`src/rtl/elbeth_mux4b_arbiter.sv`:
```
// Two-requester round-robin arbiter that owns a shared 4-bit 2:1 mux.
// It grants one side at a time, drives bit_select, and registers the selected
// nibble onto mux_out with out_valid. A hold limit bounds one side's tenure
// while the other side is waiting.
module elbeth_mux4b_arbiter #(
    parameter int MAX_HOLD = 8      // legal range 1..15
) (
    input  logic       clk,
    input  logic       rst_n,
    input  logic       req_1,
    input  logic       req_2,
    input  logic [3:0] mux_in_1,
    input  logic [3:0] mux_in_2,
    output logic       gnt_1,
    output logic       gnt_2,
    output logic       bit_select,
    output logic [3:0] mux_out,
    output logic       out_valid
);

    typedef enum logic [1:0] {IDLE, G1, G2} state_t;

    localparam logic [3:0] MAX_HOLD_C = 4'(MAX_HOLD);

    state_t     state_q, state_d;
    logic [3:0] hold_cnt_q, hold_cnt_d;
    logic       last_q, last_d;          // 0 = requester 1 served last, 1 = requester 2
    logic       bit_select_q, bit_select_d;
    logic [3:0] mux_out_q, mux_out_d;
    logic       out_valid_q, out_valid_d;

    // Next-state arbitration: tie-break by last owner, hand off directly on expiry
    always_comb begin
        state_d = state_q;
        last_d  = last_q;
        unique case (state_q)
            IDLE: begin
                if (req_1 && req_2)  state_d = last_q ? G1 : G2;
                else if (req_1)      state_d = G1;
                else if (req_2)      state_d = G2;
            end
            G1: begin
                if (!req_1 || (hold_cnt_q == MAX_HOLD_C && req_2)) begin
                    last_d  = 1'b0;
                    state_d = req_2 ? G2 : IDLE;
                end
            end
            G2: begin
                if (!req_2 || (hold_cnt_q == MAX_HOLD_C && req_1)) begin
                    last_d  = 1'b1;
                    state_d = req_1 ? G1 : IDLE;
                end
            end
            default: state_d = IDLE;
        endcase
    end

    // Tenure counter: 1 on a fresh grant, saturating while the grant stays
    always_comb begin
        hold_cnt_d = hold_cnt_q;
        if (state_d == IDLE)
            hold_cnt_d = 4'd0;
        else if (state_d != state_q)
            hold_cnt_d = 4'd1;
        else if (hold_cnt_q < MAX_HOLD_C)
            hold_cnt_d = hold_cnt_q + 4'd1;
    end

    // Select follows the next grant so it lines up with gnt; it keeps its value in IDLE
    always_comb begin
        bit_select_d = bit_select_q;
        if (state_d == G2)      bit_select_d = 1'b1;
        else if (state_d == G1) bit_select_d = 1'b0;
    end

    // Transfer only when the current owner is still requesting
    always_comb begin
        mux_out_d   = mux_out_q;
        out_valid_d = 1'b0;
        if (state_q == G1 && req_1) begin
            mux_out_d   = mux_in_1;
            out_valid_d = 1'b1;
        end else if (state_q == G2 && req_2) begin
            mux_out_d   = mux_in_2;
            out_valid_d = 1'b1;
        end
    end

    // State and datapath registers with asynchronous reset
    always_ff @(posedge clk or negedge rst_n) begin
        if (!rst_n) begin
            state_q      <= IDLE;
            hold_cnt_q   <= 4'd0;
            last_q       <= 1'b1;
            bit_select_q <= 1'b0;
            mux_out_q    <= 4'h0;
            out_valid_q  <= 1'b0;
        end else begin
            state_q      <= state_d;
            hold_cnt_q   <= hold_cnt_d;
            last_q       <= last_d;
            bit_select_q <= bit_select_d;
            mux_out_q    <= mux_out_d;
            out_valid_q  <= out_valid_d;
        end
    end

    assign gnt_1      = (state_q == G1);
    assign gnt_2      = (state_q == G2);
    assign bit_select = bit_select_q;
    assign mux_out    = mux_out_q;
    assign out_valid  = out_valid_q;

endmodule

```
`config.mk`:
```
export PLATFORM = sky130hd
export DESIGN_NAME = elbeth_mux4b_arbiter
export DESIGN_NICKNAME = d
export VERILOG_FILES = /design/src/rtl/elbeth_mux4b_arbiter.sv
export SDC_FILE = /design/constraint.sdc
export NUM_CORES = 1
export LEC_CHECK = 0
export ABC_AREA = 1
export CAP_MARGIN = 30
export CORE_UTILIZATION = 47
export CTS_CLUSTER_DIAMETER = 150
export CTS_CLUSTER_SIZE = 20
export DETAILED_ROUTE_END_ITERATION = 12
export PLACE_DENSITY = 0.79
export SETUP_SLACK_MARGIN = 0.05
export SYNTH_ARGS = -nofsm -noshare
export SYNTH_HDL_FRONTEND = slang
export SYNTH_SLANG_ARGS = --single-unit
export TNS_END_PERCENT = 5
```
`constraint.sdc`:
```
create_clock -name clk -period 2.7 [get_ports clk]
set_clock_uncertainty 0.1 [all_clocks]
set_input_delay 0.81 -clock clk [delete_from_list [all_inputs] [get_ports clk]]
set_output_delay 0.81 -clock clk [all_outputs]
set_load 0.01 [all_outputs]
```
After elaboration in Yosys (flattened, before gate mapping)

Cells that the tools add are included.

Memories: 0
Bits in registers: 13
Bits in latches: 0
Memory bits (writable): 0
Memory bits (read-only): 0

Shift-type cells: 0
Equal/unequal tests: 8
Divide/modulo/power cells: 0
$mul: 0
Reduce and logical (&&, ||, !) cells: 16
Add/sub/neg operators: 1
Bitwise logic cells: 0
$lt $le $gt $ge: 1
Mux-type cells: 21

Operators by type and width:

| operator              | number |
|---|---|
| $mux W4               | 5 |
| $mux W2               | 7 |
| $mux W1               | 7 |
| $pmux W2 S3           | 1 |
| $reduce_bool A2 Y1    | 3 |
| $logic_and A1 B1 Y1   | 5 |
| $add A4 B1 Y4 const B | 1 |
| $eq A2 B1 Y1 const B  | 2 |
| $eq A2 B2 Y1 const B  | 2 |
| $eq A4 B4 Y1 const B  | 1 |
| $logic_not A2 Y1      | 2 |
| $lt A4 B4 Y1 const B  | 1 |
| $ne A2 B1 Y1 const B  | 2 |
| $reduce_and A3 Y1     | 1 |
| $reduce_bool A3 Y1    | 1 |
| $logic_not A1 Y1      | 2 |
| $logic_or A1 B1 Y1    | 2 |
| $ne A2 B2 Y1          | 1 |
| $pmux W1 S2           | 1 |

Logic depth before layout (Yosys ltp)

Gate-level depths: netlist (run 1).

Depth in word-level cells: 8
Depth in mapped cells: 13
Gate-level depth less buffers: 13

Least setup slack after synthesis (run 1)

Ideal clock, no wire load.

Path kind: input to register
Start: input req_2
End: register bit_select_q (netlist: bit_select)
Stages: 7
Arrival time: 1.809 ns
Library setup time: 0.125 ns
Setup slack: 0.666 ns
Path through: nand2_1 nand2_4 nand3_1 nand3_2 nand2_2 ha_1 mux2_2

Word-level cells in the longest chain between the ends: 6
Elaborated cells on any way between the ends: 16

RTL lines:

| item                                                 | RTL line   | source |
|---|---|---|
| start: declaration                                   | 11         | `input logic req_2,` |
| $mux W2 (tied with other cells)                      | 40         | `else if (req_2) state_d = G2;` |
| $mux W2 (tied with other cells)                      | 39         | `else if (req_1) state_d = G1;` |
| $mux W2, on equally long branches                    | 38, 43, 49 |  |
| $pmux W2 S3 *                                        | 36         | `unique case (state_q)` |
| $eq A2 B2 Y1 / $eq A2 B1 Y1 (equally long branches)  | 72, 73     |  |
| $mux W1 / $reduce_bool A2 Y1 (equally long branches) | --         |  |
| end signal: assignment                               | 102        | `bit_select_q <= bit_select_d;` |
| end: declaration                                     | 28         | `logic bit_select_q, bit_select_d;` |

Mark *: on every way between the ends. The rest lies on a longest branch, timed or not.
A chain may end at the register's enable or synchronous reset.

Final worst setup path (run 1)

Start: register state_q[0]
End: output gnt_2

Word-level cells in the longest chain between the ends: 1

RTL lines:

| item                     | RTL line | source |
|---|---|---|
| start: declaration       | 25       | `state_t state_q, state_d;` |
| start signal: assignment | 99       | `state_q <= state_d;` |
| $eq A2 B2 Y1             | 109      | `assign gnt_2 = (state_q == G2);` |
| end: declaration         | 15       | `output logic gnt_2,` |

No other way between the ends.

==> results of run 1 <==
[cell usage in the layout (no fill, tap or decap), types with 2 or more instances in the layout]
| cell type | netlist | layout |
|---|---|---|
| nand2_1 | 23 | 23 |
| clkdlybuf4s50_1 | 0 | 19 |
| inv_1 | 18 | 18 |
| dfrtp_1 | 12 | 12 |
| o21ai_0 | 9 | 9 |
| nor2_1 | 8 | 8 |
| ha_1 | 8 | 8 |
| nand3_1 | 4 | 4 |
| nand2_2 | 3 | 3 |
| clkbuf_4 | 0 | 3 |
| buf_4 | 0 | 3 |
| nand2_4 | 2 | 2 |
| nand3_2 | 2 | 2 |
| xor2_1 | 2 | 2 |
| a21oi_1 | 2 | 2 |
[kinds of logic after synthesis]
kind of cell / synth area share (%)
and+or+nand+nor: 26.41
buffers and inverters: 8.194
adders and majority gates: 12.14
AOI/OAI and AO/OA: 10.17
xor gates and xnor gates: 2.125
muxes: 1.366
DFF: 39.61
[metrics by stage]
step	hold slack [ps]	instances	utilization (%)	setup TNS [ps]	cell area (µm²)
2_1_floorplan	397.4	102	-	0	824.5
3_5_place_dp	386.9	140	67.06	-11.57	1057
4_1_cts	406.2	144	68.73	0	1084
6_report	402.2	144	68.73	0	1084
5_1_grt	424.5	144	68.73	0	1084
3_3_place_gp	372.8	140	67.06	0	1057
[critical path, cell delays in order (launching register included)]
cell	delay, ps
dfrtp_1	450
inv_1	130
ha_1	240
clkdlybuf4s50_1	560
[worst max-delay path by stage]
stage,startpoint,to,slack (ps),depth (start not counted)
after floorplan,req_2,bit_select$_DFFE_PN0P_,670,7
after global placement,req_1,bit_select$_DFFE_PN0P_,30,8
after detailed placement,req_1,bit_select$_DFFE_PN0P_,-10,8
after CTS,state_q[1]$_DFF_PN0_,gnt_1,130,3
after global routing,state_q[1]$_DFF_PN0_,gnt_1,50,3
final,state_q[0]$_DFF_PN0_,gnt_2,140,3
[power by group through the flow]
stage	clock network [µW]	registers, µW	logic (µW)
final	116	326	577
after global routing	129	337	648
after CTS	121	327	582
after detailed placement	0	331	578
after global placement	0	330	562
after floorplan	0	341	340
[area by class of cell]
class / instances / area share (%)
multi-input cells: 71 / 39.72
flip-flops and latches: 13 / 30.14
repair buffers: 22 / 19.63
inverters: 18 / 6.236
clock buffers: 4 / 2.425
well taps: 16 / 1.848
[per-layer routing]
layer	GRT usage, %	share of wire [%]	wire length (µm)
met1	25.26	46	752
met2	31.34	50	809
met3	5.000	2.8	45
met4	5.455	0.74	12
met5	0	0	0
[sequential cells by signal, indices dropped and copies added, names as in the netlist]
register,flops
bit_select,1
hold_cnt_q,4
last_q,1
mux_out,4
out_valid,1
state_q,2
==> results.py, run 1 <==
metrics = {
    "timing": {
        "rsz0062_at_grt": "false",
        "relSlewSlack_pct": 61.34,
        "layout_worst_path_cycle_share_pct": 94.84,
        "finalSetupViolCount": 0,
        "min_period_ps": 2561,
        "hold_violations": 0,
        "setup_ws_ps": 139.3,
        "tightest_slew_ps": 578.0,
        "final_max_slew_viol_count": 0,
        "timing.fmax_mhz": 390.5,
    },
    "floorplan": {
        "die_w_um": 43.89,
        "start_util_pct": 52.30,
        "ios": 20,
        "core-area_mm2": 0.001577,
        "die_area_mm2": 0.001926,
        "core.rowCount": 14,
        "die_h_um": 43.89,
    },
    "clocking": {
        "cts_buffers": 3,
        "cts_resized": 0,
        "clk_latency_ps": 270,
        "postCtsSetupBuffers": 0,
        "clock_sinks": 13,
        "postCtsHoldBufs": 0,
        "tritoncts": "built",
        "h-tree-depth": 1,
        "cts_root_buf": "clkbuf_4",
        "cts.clk_slew.worst_paths_ps": 70,
        "clock_path_buffers": 2,
    },
    "drt": {
        "drt_iter0_markers": 18,
        "routed_via_density": 5.035,
        "drc": 0,
        "wl_per_cell_um": 11.24,
        "wl_um": 1619,
        "num_vias": 725,
        "detail-route-antenna-nets": 0,
        "firstDrtPassIters": 6,
    },
    "finish": {
        "drive_gt1_share_pct": 12.50,
        "fill_cells": 136,
        "seqCellArea_um2": 326.6,
        "diodes": 0,
        "multi_input_area_um2": 430.4,
        "nets": 149,
        "syn2layout_area_growth_pct": 31.41,
    },
    "power_and_ir_drop": {
        "p_clk_share_pct": 11.4,
        "power_uw": 1019,
        "p_seq_share_pct": 32.0,
        "powerDensity_mw_per_mm2": 940.7,
        "p_int_uw": 608.2,
        "ir_worst_vdd_mv": 0.6905,
        "swShare_pct": 40.34,
        "p_switching_uw": 411.1,
        "p_comb_share_pct": 56.6,
        "static-leakage-power_uw": 0.0005511,
    },
    "synthesis": {
        "synthMostInstantiatedCell": "nand2_1",
        "yosysSeqAreaShare_pct": 39.61,
        "ys_async_sr_fraction_pct": 100.0,
        "ys_warn_count": 0,
        "syn-num-nets": 122,
        "synth.area.top_cells": "dfrtp_1, ha_1, nand2_1, inv_1, o21ai_0",
        "synth_edf_count": 0,
        "synth_common_cells": "nand2_1, inv_1, dfrtp_1",
        "synth.distinct_cells": 21,
        "synth_seq_cells": 13,
        "syn_inst": 102,
        "yosys.area.top_type": "dfrtp_1",
        "yosysTopAreaCellShare_pct": 36.42,
        "yosys_most_used_dff": "dfrtp_1",
        "syn_area_um2": 824.5,
        "syn_area_per_cell_um2": 8.084,
    },
    "run": {
        "cap_violations": 0,
    },
    "place": {
        "post-place-ws_ps": -11.57,
        "dp_hpwl_um": 1292,
        "io_buffers": 19,
        "place.gp.congestion": 0.8427,
    },
    "worst_setup_path": {
        "crit_arrival_ps": 1650,
        "r2r_start": "state_q[0]$_DFF_PN0_",
        "worstSetupStartpointType": "flip-flop",
        "rrSetupSlack_ps": 630,
        "cp.required_ps": 1790,
        "r2r_cells": 9,
        "r2r-end": "bit_select$_DFFE_PN0P_",
        "critPathKind": "reg -> out",
        "crit_path_end_kind": "output port",
        "worstPathMaxFanout": 6,
    },
    "min_path": {
        "min_to": "mux_out[0]$_DFFE_PN0P_",
        "hold_path_depth": 2,
        "worstHoldStart": "mux_out[0]$_DFFE_PN0P_",
        "hp-class": "reg -> reg",
    },
    "global_routing": {
        "grt_pass1_vias": 632,
        "grt_start_max_net_pins": 14,
        "grt_use_total_pct": 19.24,
        "antenna_found_initial": 0,
        "grt_pass1_wl_um": 2684,
        "overflow": 0,
    },
    "outcome": {
        "status": "finished clean",
    },
}
Note: power is estimated with default switching activity, not from simulation.
==> run 2: changes to the inputs <==
CORE_MARGIN = 3   (was default)
==> run 2 against run 1 <==
- register-to-register slack got worse by 30 ps
- combinational power increased by 1%
- final cell count unchanged
- clock power about the same
- power increased by 1.3%
- die area increased by 19%
- critical path type unchanged
- critical endpoint unchanged
==> results.py, run 2 (synthesis gave the netlist of run 1 again) <==
metrics = {
    "clocking": {
        "h-tree-depth": 1,
        "clock_sinks": 13,
        "cts_buffers": 3,
        "clock_path_buffers": 2,
        "cts_resized": 0,
        "cts_root_buf": "clkbuf_4",
        "cts.clk_slew.worst_paths_ps": 70,
        "tritoncts": "built",
        "postCtsHoldBufs": 0,
        "clk_latency_ps": 280,
        "postCtsSetupBuffers": 0,
    },
    "worst_setup_path": {
        "max_stage_delay_ps": 560,
        "r2r_start": "state_q[0]$_DFF_PN0_",
        "critPathTopFamily": "buffers and inverters",
        "cp_slowest_cell": "clkdlybuf4s50_1",
        "critPathBufInv": 2,
        "critPathKind": "reg -> out",
        "crit_path_cell_trace": "inv_1 > ha_1 > clkdlybuf4s50_1",
        "r2r-end": "bit_select$_DFFE_PN0P_",
        "r2r_cells": 9,
        "crit_path_end_kind": "output port",
        "rrSetupSlack_ps": 600,
        "worstSetupStartpointType": "flip-flop",
        "crit_arrival_ps": 1670,
        "cp.required_ps": 1790,
        "worstPathMaxFanout": 6,
    },
    "finish": {
        "fill_cells": 130,
        "diodes": 0,
        "nets": 149,
        "final_cell_mix": "nand2_1, clkdlybuf4s50_1, inv_1, dfrtp_1, o21ai_0",
        "final_common_cell": "nand2_1",
        "drive_gt1_share_pct": 13.28,
        "fin_util_pct": 68.89,
        "final_cells": 144,
        "syn2layout_area_growth_pct": 31.71,
    },
    "drt": {
        "detail-route-antenna-nets": 0,
        "wl_um": 1767,
        "routed_via_density": 4.958,
        "num_vias": 714,
        "drc": 0,
        "firstDrtPassIters": 4,
        "drt_iter0_markers": 10,
        "wl_per_cell_um": 12.27,
    },
    "timing": {
        "rsz0062_at_grt": "true",
        "fin_setup_tns_ps": 0,
        "tightest_slew_ps": 564.6,
        "relSlewSlack_pct": 62.24,
        "finalSetupViolCount": 0,
        "final_max_slew_viol_count": 0,
        "setup_ws_ps": 120.9,
        "timing.fmax_mhz": 387.7,
        "hold_violations": 0,
        "min_period_ps": 2579,
        "layout_worst_path_cycle_share_pct": 95.52,
    },
    "floorplan": {
        "core-area_mm2": 0.001577,
        "ios": 20,
        "die_w_um": 47.89,
        "start_util_pct": 52.30,
        "core.rowCount": 14,
        "die_h_um": 47.89,
        "die_area_mm2": 0.002293,
    },
    "global_routing": {
        "grt_use_total_pct": 18.07,
        "antenna_found_initial": 0,
        "grt_start_max_net_pins": 14,
        "grt_pass1_wl_um": 2829,
        "overflow": 0,
        "grt_pass1_vias": 666,
    },
    "min_path": {
        "min_to": "mux_out[0]$_DFFE_PN0P_",
        "worstHoldStart": "mux_out[0]$_DFFE_PN0P_",
        "hold_path_depth": 2,
        "hp-class": "reg -> reg",
    },
    "place": {
        "dp_hpwl_um": 1434,
        "dp.cells": 140,
        "post-place-ws_ps": -31.08,
        "io_buffers": 19,
        "place.gp.congestion": 0.7872,
    },
    "power_and_ir_drop": {
        "powerDensity_mw_per_mm2": 950.6,
        "power_uw": 1032,
        "static-leakage-power_uw": 0.0005496,
        "ir_worst_vdd_mv": 0.7158,
    },
    "outcome": {
        "status": "finished clean",
    },
    "run": {
        "cap_violations": 0,
    },
}
[run 2: cell counts in the layout (fill, tap and decap cells not counted)]
No cell type changed its count.
[run 2: stage by stage]
stage | hold slack, ps | instance area, µm²
floorplan | 397.4 | 824.5
global placement | 374.5 | 1057
detailed placement | 382.9 | 1057
CTS | 399.4 | 1084
global route | 417.8 | 1086
finish | 394.6 | 1086
[run 2: power breakdown]
part	leakage, µW	total, µW	switching [µW]	internal [µW]
logic	0.000369	585	306	279
registers	0.000166	329	54.1	275
clock network	0.0000150	119	61.5	57.3
[run 2: metal layers]
| layer | GRT usage, % | vias to the layer above | share of wire (%) |
|---|---|---|---|
| met5 | 0 | - | 0 |
| met4 | 5.914 | 0 | 0.62 |
| met3 | 6.015 | 2 | 3.5 |
| met2 | 30.87 | 12 | 51 |
| met1 | 21.15 | 327 | 45 |
| li1 | - | 373 | - |
[run 2: worst max path at each step]
stage | start | to | slack, ps | cells after the start
floorplan | req_2 | bit_select$_DFFE_PN0P_ | 670 | 7
global placement | req_1 | bit_select$_DFFE_PN0P_ | 40 | 8
detailed placement | req_1 | bit_select$_DFFE_PN0P_ | -30 | 8
CTS | state_q[0]$_DFF_PN0_ | gnt_2 | 90 | 3
global route | state_q[0]$_DFF_PN0_ | gnt_2 | 30 | 3
finish | state_q[0]$_DFF_PN0_ | gnt_2 | 120 | 3
[run 2: area by class of cell]
class / count / area, µm² / share of cell area, %
multi-input cells: 71 / 432.9 / 39.86
flip-flops and latches: 13 / 326.6 / 30.07
repair buffers: 22 / 212.7 / 19.59
inverters: 18 / 67.56 / 6.221
clock buffers: 4 / 26.28 / 2.419
well taps: 16 / 20.02 / 1.843
[run 2: worst min-delay path: stages (launching register included)]
cell	delay, ps
dfrtp_1	350
nand2_1	50
o21ai_0	60
